### src/rtl/keypad_pkg.sv
// Shared types and constants for the keypad scanner.
package keypad_pkg;

  localparam int unsigned NUM_COLS = 4;
  localparam int unsigned NUM_ROWS = 4;

  typedef enum logic [1:0] {
    ST_IDLE,
    ST_DB_PRESS,
    ST_PRESSED,
    ST_DB_RELEASE
  } state_t;

  typedef enum logic [1:0] {
    RES_NONE,
    RES_SINGLE,
    RES_MULTI
  } scan_res_t;

  // One-cold strobe per column index, same rotation as the display scan.
  localparam logic [3:0] COL_PAT [NUM_COLS] = '{4'b0111, 4'b1011, 4'b1101, 4'b1110};

endpackage

### src/rtl/row_sync.sv
// Two-flop synchronizer, resets to all-ones (idle level of pulled-up rows).
module row_sync #(
  parameter int unsigned WIDTH = 4
) (
  input  logic             clk,
  input  logic             rst,
  input  logic [WIDTH-1:0] d,
  output logic [WIDTH-1:0] q
);

  logic [WIDTH-1:0] meta_q, meta_d;
  logic [WIDTH-1:0] sync_q, sync_d;

  always_comb begin
    meta_d = d;
    sync_d = meta_q;
  end

  always_ff @(posedge clk or posedge rst) begin
    if (rst) begin
      meta_q <= '1;
      sync_q <= '1;
    end else begin
      meta_q <= meta_d;
      sync_q <= sync_d;
    end
  end

  assign q = sync_q;

endmodule

### src/rtl/keypad_scan.sv
// 4x4 matrix keypad scanner with per-scan decode and debounce.
module keypad_scan
  import keypad_pkg::*;
#(
  parameter int unsigned SCAN_DIV       = 50000,
  parameter int unsigned DEBOUNCE_SCANS = 4
) (
  input  logic       clk,
  input  logic       rst,
  input  logic [3:0] row_in,
  output logic [3:0] col_out,
  output logic [3:0] key_code,
  output logic       key_valid,
  output logic       key_down
);

  localparam int unsigned DW = $clog2(SCAN_DIV);
  localparam int unsigned CW = $clog2(DEBOUNCE_SCANS + 1);
  localparam logic [DW-1:0] DWELL_TC  = DW'(SCAN_DIV - 1);
  localparam logic [CW-1:0] DB_TARGET = CW'(DEBOUNCE_SCANS);
  localparam logic [CW-1:0] CNT_ONE   = CW'(1);

  logic [3:0] row_s;

  row_sync #(.WIDTH(NUM_ROWS)) u_row_sync (
    .clk (clk),
    .rst (rst),
    .d   (row_in),
    .q   (row_s)
  );

  logic [DW-1:0] dwell_q, dwell_d;
  logic [1:0]    col_idx_q, col_idx_d;
  logic [1:0]    acc_cnt_q, acc_cnt_d;
  logic [3:0]    acc_code_q, acc_code_d;

  logic          tc;
  logic          scan_end;
  logic [3:0]    row_low;
  logic [2:0]    col_lows;
  logic [1:0]    row_hit;
  logic [2:0]    lows_sum;
  logic [1:0]    lows_sat;
  logic [3:0]    code_now;
  scan_res_t     scan_res;

  // Dwell counter, column rotation and per-scan low-row accumulation.
  always_comb begin
    tc        = (dwell_q == DWELL_TC);
    scan_end  = tc && (col_idx_q == 2'd3);
    dwell_d   = tc ? '0 : dwell_q + 1'b1;
    col_idx_d = tc ? col_idx_q + 1'b1 : col_idx_q;

    row_low  = ~row_s;
    col_lows = '0;
    row_hit  = '0;
    for (int unsigned b = 0; b < NUM_ROWS; b++) begin
      if (row_low[b]) begin
        col_lows = col_lows + 3'd1;
        row_hit  = 2'(NUM_ROWS - 1 - b);
      end
    end

    // Saturate at 2: anything beyond one low is simply "multi".
    lows_sum = {1'b0, acc_cnt_q} + col_lows;
    lows_sat = (lows_sum >= 3'd2) ? 2'd2 : lows_sum[1:0];
    code_now = (col_lows == 3'd1) ? {row_hit, col_idx_q} : acc_code_q;

    case (lows_sat)
      2'd0:    scan_res = RES_NONE;
      2'd1:    scan_res = RES_SINGLE;
      default: scan_res = RES_MULTI;
    endcase

    acc_cnt_d  = acc_cnt_q;
    acc_code_d = acc_code_q;
    if (tc) begin
      if (scan_end) begin
        acc_cnt_d  = '0;
        acc_code_d = '0;
      end else begin
        acc_cnt_d  = lows_sat;
        acc_code_d = code_now;
      end
    end
  end

  always_ff @(posedge clk or posedge rst) begin
    if (rst) begin
      dwell_q    <= '0;
      col_idx_q  <= '0;
      acc_cnt_q  <= '0;
      acc_code_q <= '0;
    end else begin
      dwell_q    <= dwell_d;
      col_idx_q  <= col_idx_d;
      acc_cnt_q  <= acc_cnt_d;
      acc_code_q <= acc_code_d;
    end
  end

  state_t        state_q, state_d;
  logic [3:0]    cand_q, cand_d;
  logic [CW-1:0] cnt_q, cnt_d;
  logic [CW-1:0] cnt_inc;
  logic [3:0]    key_code_q, key_code_d;
  logic          key_valid_q, key_valid_d;
  logic          key_down_q, key_down_d;

  // Debounce FSM, advancing only on the scan-end cycle.
  always_comb begin
    state_d     = state_q;
    cand_d      = cand_q;
    cnt_d       = cnt_q;
    cnt_inc     = cnt_q + 1'b1;
    key_code_d  = key_code_q;
    key_valid_d = 1'b0;
    key_down_d  = key_down_q;

    if (scan_end) begin
      case (state_q)
        ST_IDLE: begin
          if (scan_res == RES_SINGLE) begin
            cand_d = code_now;
            cnt_d  = CNT_ONE;
            if (DEBOUNCE_SCANS == 1) begin
              key_code_d  = code_now;
              key_valid_d = 1'b1;
              key_down_d  = 1'b1;
              state_d     = ST_PRESSED;
            end else begin
              state_d = ST_DB_PRESS;
            end
          end
        end
        ST_DB_PRESS: begin
          if (scan_res == RES_SINGLE && code_now == cand_q) begin
            cnt_d = cnt_inc;
            if (cnt_inc == DB_TARGET) begin
              key_code_d  = cand_q;
              key_valid_d = 1'b1;
              key_down_d  = 1'b1;
              state_d     = ST_PRESSED;
            end
          end else if (scan_res == RES_SINGLE) begin
            cand_d = code_now;
            cnt_d  = CNT_ONE;
          end else begin
            state_d = ST_IDLE;
          end
        end
        ST_PRESSED: begin
          if (scan_res == RES_NONE) begin
            cnt_d = CNT_ONE;
            if (DEBOUNCE_SCANS == 1) begin
              key_down_d = 1'b0;
              state_d    = ST_IDLE;
            end else begin
              state_d = ST_DB_RELEASE;
            end
          end
        end
        ST_DB_RELEASE: begin
          if (scan_res == RES_NONE) begin
            cnt_d = cnt_inc;
            if (cnt_inc == DB_TARGET) begin
              key_down_d = 1'b0;
              state_d    = ST_IDLE;
            end
          end else begin
            state_d = ST_PRESSED;
          end
        end
        default: state_d = ST_IDLE;
      endcase
    end
  end

  always_ff @(posedge clk or posedge rst) begin
    if (rst) begin
      state_q     <= ST_IDLE;
      cand_q      <= '0;
      cnt_q       <= '0;
      key_code_q  <= '0;
      key_valid_q <= 1'b0;
      key_down_q  <= 1'b0;
    end else begin
      state_q     <= state_d;
      cand_q      <= cand_d;
      cnt_q       <= cnt_d;
      key_code_q  <= key_code_d;
      key_valid_q <= key_valid_d;
      key_down_q  <= key_down_d;
    end
  end

  assign col_out   = COL_PAT[col_idx_q];
  assign key_code  = key_code_q;
  assign key_valid = key_valid_q;
  assign key_down  = key_down_q;

endmodule

### config.mk
export PLATFORM = sky130hd
export DESIGN_NAME = keypad_scan
export DESIGN_NICKNAME = d
export VERILOG_FILES = /design/src/rtl/keypad_pkg.sv /design/src/rtl/row_sync.sv /design/src/rtl/keypad_scan.sv
export SDC_FILE = /design/constraint.sdc
export NUM_CORES = 1
export LEC_CHECK = 0
export BUFFER_PORTS_ARGS = -buffer_cell sky130_fd_sc_hd__buf_2
export CAP_MARGIN = 20
export CELL_PAD_IN_SITES_DETAIL_PLACEMENT = 1
export CELL_PAD_IN_SITES_GLOBAL_PLACEMENT = 1
export CORE_MARGIN = 10
export CORE_UTILIZATION = 25
export CTS_BUF_LIST = sky130_fd_sc_hd__clkbuf_8
export DETAILED_ROUTE_END_ITERATION = 10
export PLACE_DENSITY_LB_ADDON = 0.2
export SLEW_MARGIN = 20
export SYNTH_ARGS = -nofsm -noshare
export SYNTH_HDL_FRONTEND = slang
export SYNTH_HIERARCHICAL = 1
export SYNTH_SLANG_ARGS = --single-unit
export TNS_END_PERCENT = 50
### constraint.sdc
create_clock -name clk -period 6.8 [get_ports clk]
set_input_delay 0.34 -clock clk [delete_from_list [all_inputs] [get_ports clk]]
set_output_delay 0.34 -clock clk [all_outputs]
set_load 0.05 [all_outputs]
# Word-level counts from Yosys, hierarchy flattened
# Index checks and enable logic that the tools add are counted.
# W data, S select, Z words.
# word_totals
wordCells	97
ff_bits	47
in_bits	6
out_inout_bits	10
# classes
magnitude_cmp	2
mux	42
eq_ne	20
n_bitwise	2
reduce_logical	12
n_addsub	7
# ops
cell	count
$mux W2	13
$mux W4	6
$mux W3	7
$add A16 B1 Y16 const B	1
$eq A16 B16 Y1 const B	1
$mux W16	1
$ne A2 B2 Y1 const B	7
$add A3 B1 Y3 const B	4
$pmux W3 S4	1
$reduce_and A6 Y1	2
$mux W1	9
$ne A3 B3 Y1 const B	3
$bmux W4 S2	1
$pmux W2 S4	1
$pmux W4 S2	1
$eq A2 B1 Y1 const B	3
$eq A2 B2 Y1 const B	3
$logic_not A2 Y1	3
$reduce_and A3 Y1	2
$eq A4 B4 Y1	1
$not A4 Y4	1
$pmux W2 S2	1
$reduce_and A4 Y1	1
$reduce_bool A2 Y1	2
9 further kinds	10

# Longest topological paths before layout
# Gate-level depths: netlist of run 1.
# depth
ltp_word	18
ltp_mapped	17
depth_no_buf	15

# Modules after synthesis
# Netlist of run 1, hierarchy kept.
# modules_own_cells
module	seq_area_each_um2	cells_per_inst	area_per_inst_um2	n_inst
keypad_scan	975.9	253	2443.6	1
row_sync	210.2	9	214.0	1

# Least setup slack after synthesis of run 1
# Ideal clock, no wire load.
# synth_timing
kind	register to register
startpoint	register u_row_sync.sync_q[0] (netlist: u_row_sync/q[0])
endpoint	register key_code_q[0] (netlist: key_code[0])
t_arrival_ns	3.732
stages_incl_launch_ff	18
synth_period_minus_slack_ns	3.857
setup_time_ns	0.125
path_buffers	3
slack_ns	2.943
cell_sequence	dfstp_2 > inv_1 > ha_1 > buf_4 > xnor2_1 > ha_1 > nor2_1 > a31o_4 > inv_2 > fa_1 > xnor2_1 > xnor2_1 > nor2b_1 > clkbuf_1 > nand2_1 > and4b_1 > buf_6 > mux2_4
# synth_between
elab_chain_cells	16
# synth_rtl
element	line_no	source
start, declared	row_sync.sv:12	logic [WIDTH-1:0] sync_q, sync_d;
start signal, assigned	row_sync.sv:25	sync_q <= sync_d;
$not A4 Y4 (*)	keypad_scan.sv:54	row_low = ~row_s;
$mux W1	keypad_scan.sv:58	if (row_low[b]) begin
$add A3 B1 Y3	keypad_scan.sv:59	col_lows = col_lows + 3'd1;
$mux W3	keypad_scan.sv:58	
$add A3 B1 Y3	keypad_scan.sv:59	
$mux W3	keypad_scan.sv:58	
$add A3 B1 Y3	keypad_scan.sv:59	
$mux W3	keypad_scan.sv:58	
$add A2 B3 Y3	keypad_scan.sv:65	lows_sum = {1'b0, acc_cnt_q} + col_lows;
$ge A3 B2 Y1	keypad_scan.sv:66	lows_sat = (lows_sum >= 3'd2) ? 2'd2 : lows_sum[1:0];
$mux W2	keypad_scan.sv:66	
$eq A2 B1 Y1 / $logic_not A2 Y1 (equally long branches)	keypad_scan.sv:69	case (lows_sat)
$pmux W2 S2	keypad_scan.sv:69	
$eq A2 B1 Y1	keypad_scan.sv:137	if (scan_res == RES_SINGLE && code_now == cand_q) begin
$logic_and A1 B1 Y1 (*)	keypad_scan.sv:137	
$reduce_and A4 Y1 (no source line) (*)	--	
end signal, assigned	keypad_scan.sv:191	key_code_q <= key_code_d;
end, declared	keypad_scan.sv:106	logic [3:0] key_code_q, key_code_d;
# Every way passes the cells marked *; elsewhere a longest branch is shown, timed or not.
# A chain may end at the register's enable or synchronous reset.

# Worst setup path after layout of run 1
# Ends and elaborated chain as after synthesis.

==> flow_summary_export.csv, run 1 <==
group,metric,value,unit
critical_path,worstRegToRegCells,14,
power,total_power,0.5526,mW
drt,dr.pass1.iters,4,
critical_path,crit_path_max_incr_delay,0.55,ns
clocking,clk_latency,0.29,ns
power,vdd_drop_max,0.00007817,V
drt,ant_nets,0,
clocking,cts_buffers,5,
logic_synthesis,yosys_most_used_dff,"dfrtp_1",
clocking,ctsResizeCount,0,
logic_synthesis,yosys-top-cells-area,"dfrtp_1 37%, dfstp_2 7.9%, ha_1 6.6%",
critical_path,reg2reg_to,"key_code[0]$_DFFE_PP0P_",
clocking,cts_tree,"yes",
cells_and_area,mostFrequentLayoutCell,"dfrtp_1",
drt,route.met3.wl,157,µm
logic_synthesis,synthCells,262,
power,cellPowerDensity,185.9,nW/µm²
placement,placed_cells,406,
clocking,clock_sink_count,47,
drt,drtIter0Drc,89,
power,power_leakage,1.360,nW
drt,viasPerCell,4.536,
critical_path,cpMostUsedCell,"xnor2_1",
logic_synthesis,synth_seq_area_share,0.4463,
logic_synthesis,yosys.area.top_type_share,0.3672,
grt,antenna_found_initial,0,
hold_path,holdPathEnd,"u_row_sync/meta_q[1]$_DFF_PP1_",
critical_path,cp-end-kind,"flip-flop",
drt,m1WireLength,3.073,mm
critical_path,critPathArrivalTime,4.57,ns
hold_path,whs_path_depth,1,
floorplanning,die-area,15150,µm²
logic_synthesis,postSynth.asyncResetShare,1.000,
drt,wl_per_cell,13.73,µm
sta,tightest_slew,0.6290,ns
critical_path,cp_data_required_time,6.99,ns
cells_and_area,fill_cells,1196,
floorplanning,start_util,0.2574,
grt,first_global_vias,1940,
floorplanning,die_h,123.1,µm
drt,vias,1878,
hold_path,hold_class,"in -> reg",
sta,fmax,228.0,MHz
sta,fin_skew,0.005871,ns
cells_and_area,mostFrequentLayoutCells,"39 x dfrtp_1, 25 x nand2_1, 20 x nor2_1",
logic_synthesis,ys_seq_elements,47,
drt,wirelength,5.685,mm
sta,rsz0062_at_grt,"no",
placement,pre_cts_ws,2.383,ns
sta,drv_slew,0,
cells_and_area,fin_nets,298,
logic_synthesis,synth_edf_count,0,
cells_and_area,diodes,0,
floorplanning,ios,16,
logic_synthesis,synth_cell_types,55,
sta,layout_setup_ws,2.414,ns
clocking,hold_buffers,0,
drt,drc,0,
logic_synthesis,netlist_area,2658,µm²
floorplanning,core,10320,µm²
placement,dp_hpwl,4.337,mm
cells_and_area,drive_above_1_share,0.1835,
sta,slew_headroom,0.5798,
cells_and_area,area_growth,11.82,%
clocking,clkTransAtPathRegs,0.09,ns
sta,fin_setup_tns,0,ns
sta,period_share,0.6450,
job,max_cap_viol_count,0,
logic_synthesis,synth_fp_nets,283,
critical_path,timing.rr.start,"u_row_sync/q[0]$_DFF_PP1_",
hold_path,min_from,"row_in[1]",
critical_path,path_class,"reg -> reg",
sta,hold_slack,0.1395,ns
critical_path,cp_cell_sequence,"inv_1 -> ha_1 -> xnor2_1 -> ha_1 -> nor2_1 -> a31o_4 -> inv_2 -> fa_1 -> xnor2_1 -> xnor2_1 -> nor2b_1 -> nand2_1 -> and4b_1 -> mux2_4",
clocking,post-cts-setup-buffers,0,
grt,grt_usage,0.07930,
sta,fin_crit,4.386,ns
floorplanning,die_w,123.1,µm
grt,grt_max_degree,40,
placement,gp_congestion,0.7620,
drt,wl_met2,2.388,mm
critical_path,slowest_stage,"dfstp_2",
grt,grt_overflow,0,
critical_path,rrSetupSlack,2.41,ns
logic_synthesis,syn_avg_cell_area,10.14,µm²
logic_synthesis,ys_warn_count,6,
critical_path,crit_fanout,9,
sta,setup_violations,0,
placement,port_buffers,15,
status,status,"finished clean",
clocking,clk_path_buf_depth,2,
clocking,cts-root-buf,"clkbuf_8",
sta,finalHoldViolCount,0,
grt,grt_pass1_wl,9.818,mm
clocking,cts_max_level,2,
floorplanning,num_rows,37,
critical_path,start_kind,"flip-flop",
cells_and_area,stdcell_count,414,
drt,routed.top_layer,"met4",
logic_synthesis,yosysTopAreaCell,"dfrtp_1",
[worst max path at each step]
stage / to / from / cells past startpoint / slack (ns)
finish: key_code[0]$_DFFE_PP0P_ / u_row_sync/q[0]$_DFF_PP1_ / 14 / 2.41
global route: key_code[0]$_DFFE_PP0P_ / u_row_sync/q[0]$_DFF_PP1_ / 14 / 2.07
CTS: key_code[0]$_DFFE_PP0P_ / u_row_sync/q[0]$_DFF_PP1_ / 14 / 2.37
detailed placement: key_code[0]$_DFFE_PP0P_ / u_row_sync/q[0]$_DFF_PP1_ / 14 / 2.38
global placement: key_code[1]$_DFFE_PP0P_ / u_row_sync/q[0]$_DFF_PP1_ / 14 / 2.52
floorplan: key_code[0]$_DFFE_PP0P_ / u_row_sync/q[0]$_DFF_PP1_ / 17 / 2.94
[registers in the layout, indices dropped and copies added, names as in the netlist]
| register | flops |
|---|---|
| dwell_q | 16 |
| key_valid | 1 |
| col_idx_q | 2 |
| u_row_sync/q | 4 |
| u_row_sync/meta_q | 4 |
| acc_cnt_q | 2 |
| acc_code_q | 4 |
| key_down | 1 |
| cand_q | 4 |
| state_q | 2 |
| key_code | 4 |
| cnt_q | 3 |
[cell usage after synthesis, types with 3 or more instances]
master	instances
a21oi_1	5
a22o_1	4
a31oi_1	3
and2_1	4
and3_1	9
buf_6	3
clkbuf_1	4
dfrtp_1	39
dfstp_2	8
ha_1	14
inv_1	19
mux2_4	4
nand2_1	25
nand2b_1	7
nand3_1	8
nand4_1	5
nor2_1	20
nor2b_1	5
nor3_1	4
o21ai_0	11
o31ai_1	3
xnor2_1	9
xor2_1	11
[cell type report]
cell class	count	area (µm²)	share of cell area
Sequential cell	47	1186	0.3992
Multi-Input combinational cell	187	1340	0.4509
Tap cell	136	170.2	0.05726
Clock buffer	6	82.58	0.02779
Timing Repair Buffer	16	82.58	0.02779
Inverter	20	75.07	0.02526
Clock inverter	2	35.03	0.01179
[logic make-up (layout without fill, tap and decap cells)]
group / count (synthesis) / after routing / synth area share
adder cells (fa/ha/maj): 15 / 15 / 0.07345
buffers and inverters: 28 / 44 / 0.04943
AND/OR/NAND/NOR: 100 / 100 / 0.2043
flip-flops: 47 / 47 / 0.4463
multiplexers: 6 / 6 / 0.03107
XOR/XNOR: 20 / 20 / 0.06591
AO/OA/AOI/OAI: 46 / 46 / 0.1295
[where the power goes]
group	internal (mW)	total, mW	switching (mW)	leakage [nW]
clock	0.119	0.212	0.0928	0.0612
sequential	0.284	0.287	0.00291	0.615
combinational	0.0181	0.0541	0.0360	0.685
total	0.421	0.553	0.132	1.36
[metrics by stage]
step	util	cell area [µm²]
after floorplan	-	2658
after global placement	0.2765	2854
after detailed placement	0.2765	2854
after CTS	0.2878	2972
after global routing	0.2878	2972
final	0.2878	2972
[worst max-delay path, delay by kind of cell (launching register included)]
family          cells  cell delay [ns]
compound gates      1             0.14
xor+xnor            3             0.61
fa+ha+maj           3             1.08
mux                 1             0.33
buf+inv             2             0.12
simple gates        4             1.44
flops               1             0.55
[metal layers]
| metal | track usage | up-vias |
|---|---|---|
| met5 | 0 | - |
| li1 | - | 937 |
| met4 | 0.02402 | 0 |
| met3 | 0.01823 | 5 |
| met2 | 0.1158 | 22 |
| met1 | 0.1133 | 914 |
Power figures use the tool's default switching activity.
==> run 2, diff against run 1 <==
ABC_AREA = 1   (was default)
clock period = 3.6 ns   (was 6.8 ns; I/O delays follow)
==> run 2 against run 1 <==
Wire length up 6.0%; combinational power up 140%; synthesized cell count up 27%; sequential power up 88%; flip-flop and latch count unchanged; critical path type unchanged; critical endpoint is now cnt_q[1]$_DFFE_PP0P_.
==> flow_summary_export.csv, run 2 <==
group,metric,value,unit
placement,dp_hpwl,4.821,mm
floorplanning,ios,16,
critical_path,worstRegToRegCells,19,
logic_synthesis,syn_avg_cell_area,8.041,µm²
critical_path,crit_family,"adder cells",
logic_synthesis,ys_warn_count,6,
critical_path,crit_cells,19,
power,power_leakage,1.561,nW
drt,viasPerCell,4.314,
placement,port_buffers,15,
logic_synthesis,yosys.cell_count.top_type,"nand2_1",
job,max_cap_viol_count,0,
sta,hold_slack,0.009836,ns
sta,fin_crit,3.372,ns
logic_synthesis,synth_edf_count,0,
critical_path,crit_fanout,5,
clocking,clock_sink_count,47,
power,cellPowerDensity,339.2,nW/µm²
grt,grt_max_degree,40,
sta,tightest_slew,0.5278,ns
logic_synthesis,yosysTopAreaCell,"dfrtp_1",
logic_synthesis,ys_seq_elements,47,
drt,ant_nets,0,
grt,antenna_found_initial,0,
critical_path,path_class,"reg -> reg",
logic_synthesis,ys_top_cells_by_count,"72 x nand2_1, 60 x inv_1, 39 x dfrtp_1",
logic_synthesis,synthCells,333,
hold_path,hold_class,"in -> async",
sta,setup_violations,0,
power,internal_power,0.7898,mW
floorplanning,die_h,123.5,µm
clocking,clk_latency,0.29,ns
cells_and_area,mostFrequentLayoutCell,"nand2_1",
sta,finalHoldViolCount,0,
clocking,cts_max_level,2,
critical_path,crit_path_max_incr_delay,0.56,ns
sta,fmax,296.5,MHz
floorplanning,core,10370,µm²
clocking,cts_buffers,5,
drt,vias,2157,
sta,slew_headroom,0.6481,
placement,pre_cts_ws,0.09334,ns
critical_path,critPathArrivalTime,3.56,ns
sta,drv_slew,0,
sta,layout_setup_ws,0.2275,ns
logic_synthesis,netlist_area,2678,µm²
cells_and_area,largest_register,"dwell_q",
floorplanning,die_w,123.5,µm
clocking,clk_path_buf_depth,2,
clocking,clkTransAtPathRegs,0.10,ns
cells_and_area,diodes,0,
placement,gp_congestion,0.8278,
power,vdd_drop_max,0.0001401,V
logic_synthesis,postSynth.asyncResetShare,1.000,
drt,wl_per_cell,12.06,µm
drt,wirelength,6.028,mm
grt,first_global_vias,2271,
cells_and_area,drive_above_1_share,0.1621,
status,status,"finished clean",
drt,drtIter0Drc,71,
drt,drc,0,
clocking,cts-root-buf,"clkbuf_8",
critical_path,cp_data_required_time,3.79,ns
logic_synthesis,yosys.area.top_type_share,0.3645,
clocking,cts_tree,"yes",
critical_path,cp_cell_sequence,"inv_1 -> ha_2 -> inv_1 -> nand2_1 -> nand2_1 -> ha_1 -> or2_1 -> nand2_4 -> inv_1 -> fa_2 -> o21bai_4 -> nor2_1 -> nand2_2 -> nand2_1 -> nand3_2 -> inv_1 -> o21ai_0 -> a21oi_1 -> nand2_1",
critical_path,cp-end-kind,"flip-flop",
floorplanning,start_util,0.2582,
grt,grt_usage,0.08714,
grt,grt_pass1_wl,10.94,mm
power,swShare,0.2539,
sta,fin_skew,0.01084,ns
power,power.share.clock,0.370,
logic_synthesis,yosys-top-cells-area,"dfrtp_1 36%, nand2_1 10%, inv_1 8.4%",
critical_path,critPathBufInv,4,
logic_synthesis,yosys_most_used_dff,"dfrtp_1",
floorplanning,num_rows,37,
power,seq_power_share,0.510,
logic_synthesis,synth_fp_nets,354,
power,p_switching,0.2688,mW
critical_path,slowest_stage,"dfstp_2",
drt,dr.pass1.iters,6,
logic_synthesis,synth_seq_area_share,0.4430,
cells_and_area,mostFrequentLayoutCells,"70 x nand2_1, 60 x inv_1, 39 x dfrtp_1",
sta,period_share,0.9368,
cells_and_area,largest_reg_flops,16,
cells_and_area,area_growth,16.54,%
critical_path,start_kind,"flip-flop",
power,power_frac_comb,0.121,
floorplanning,die-area,15250,µm²
sta,rsz0062_at_grt,"yes",
grt,grt_overflow,0,
logic_synthesis,synth_cell_types,33,
cells_and_area,fill_cells,1259,
cells_and_area,fin_nets,384,
run 2: logic make-up after synthesis:
logic type | synth area share
adder cells (fa/ha/maj) | 0.07290
AO/OA/AOI/OAI | 0.08038
flip-flops | 0.4430
buffers and inverters | 0.08925
XOR/XNOR | 0.01963
AND/OR/NAND/NOR | 0.2949
run 2: power groups by stage:
stage | Clock, mW | Sequential (mW) | Combinational [mW]
final | 0.391 | 0.540 | 0.128
after floorplan | 0 | 0.549 | 0.0925
after CTS | 0.416 | 0.540 | 0.129
after global placement | 0 | 0.550 | 0.125
after detailed placement | 0 | 0.550 | 0.126
after global routing | 0.435 | 0.541 | 0.147
run 2: area by class of cell:
type	instances	area (µm²)	share of cell area
sequential	47	1186	0.3801
clock buffer	5	68.82	0.02205
multi-input combinational	223	1267	0.4062
tap	136	170.2	0.05453
inverter	63	239.0	0.07658
clock inverter	3	43.79	0.01403
timing repair buffer	23	145.1	0.04651
run 2: worst reg2reg max path: stages (launching register included):
cell      delay, ns
dfstp_2        0.56
inv_1          0.05
ha_2           0.36
inv_1          0.06
nand2_1        0.08
nand2_1        0.06
ha_1           0.28
or2_1          0.24
nand2_4        0.07
inv_1          0.05
fa_2           0.43
o21bai_4       0.19
nor2_1         0.14
nand2_2        0.09
nand2_1        0.10
nand3_2        0.11
inv_1          0.11
o21ai_0        0.09
a21oi_1        0.13
nand2_1        0.06
run 2: per-layer routing:
layer  wire length, µm  global-route usage  share of wire
met1              3023              0.1163           0.50
met2              2784              0.1415           0.46
met3               175             0.01823          0.029
met4                46             0.01965         0.0076
met5                 0                   0              0
run 2: worst paths after layout:
kind / to / startpoint / slack (ns)
worst max-delay path: cnt_q[1]$_DFFE_PP0P_ / u_row_sync/q[1]$_DFF_PP1_ / 0.23
worst min-delay path: dwell_q[9]$_DFF_PP0_ / rst / 0.01
worst max register to register: cnt_q[1]$_DFFE_PP0P_ / u_row_sync/q[1]$_DFF_PP1_ / 0.23
worst min register to register: u_row_sync/q[3]$_DFF_PP1_ / u_row_sync/meta_q[3]$_DFF_PP1_ / 0.36
max in group asynchronous: acc_cnt_q[0]$_DFFE_PP0N_ / rst / 3.22
min in group clk: u_row_sync/q[3]$_DFF_PP1_ / u_row_sync/meta_q[3]$_DFF_PP1_ / 0.36
run 2: what timing repair did:
item                       4_1_cts  5_1_grt
setup endpoints to repair        0       12
hold endpoints to repair         4        0
gates resized for setup          0        5
hold buffers                     4        0
setup buffers                    0        0
run 2: metrics by stage:
step	cells	TNS, ns	instance area, µm²	utilization	total power [mW]
after floorplan	333	0	2678	-	0.6413
after global placement	488	0	2953	0.2847	0.6741
after detailed placement	488	0	2953	0.2847	0.6754
after CTS	500	0	3105	0.2995	1.085
after global routing	500	-0.2054	3120	0.3009	1.124
final	500	0	3120	0.3009	1.059
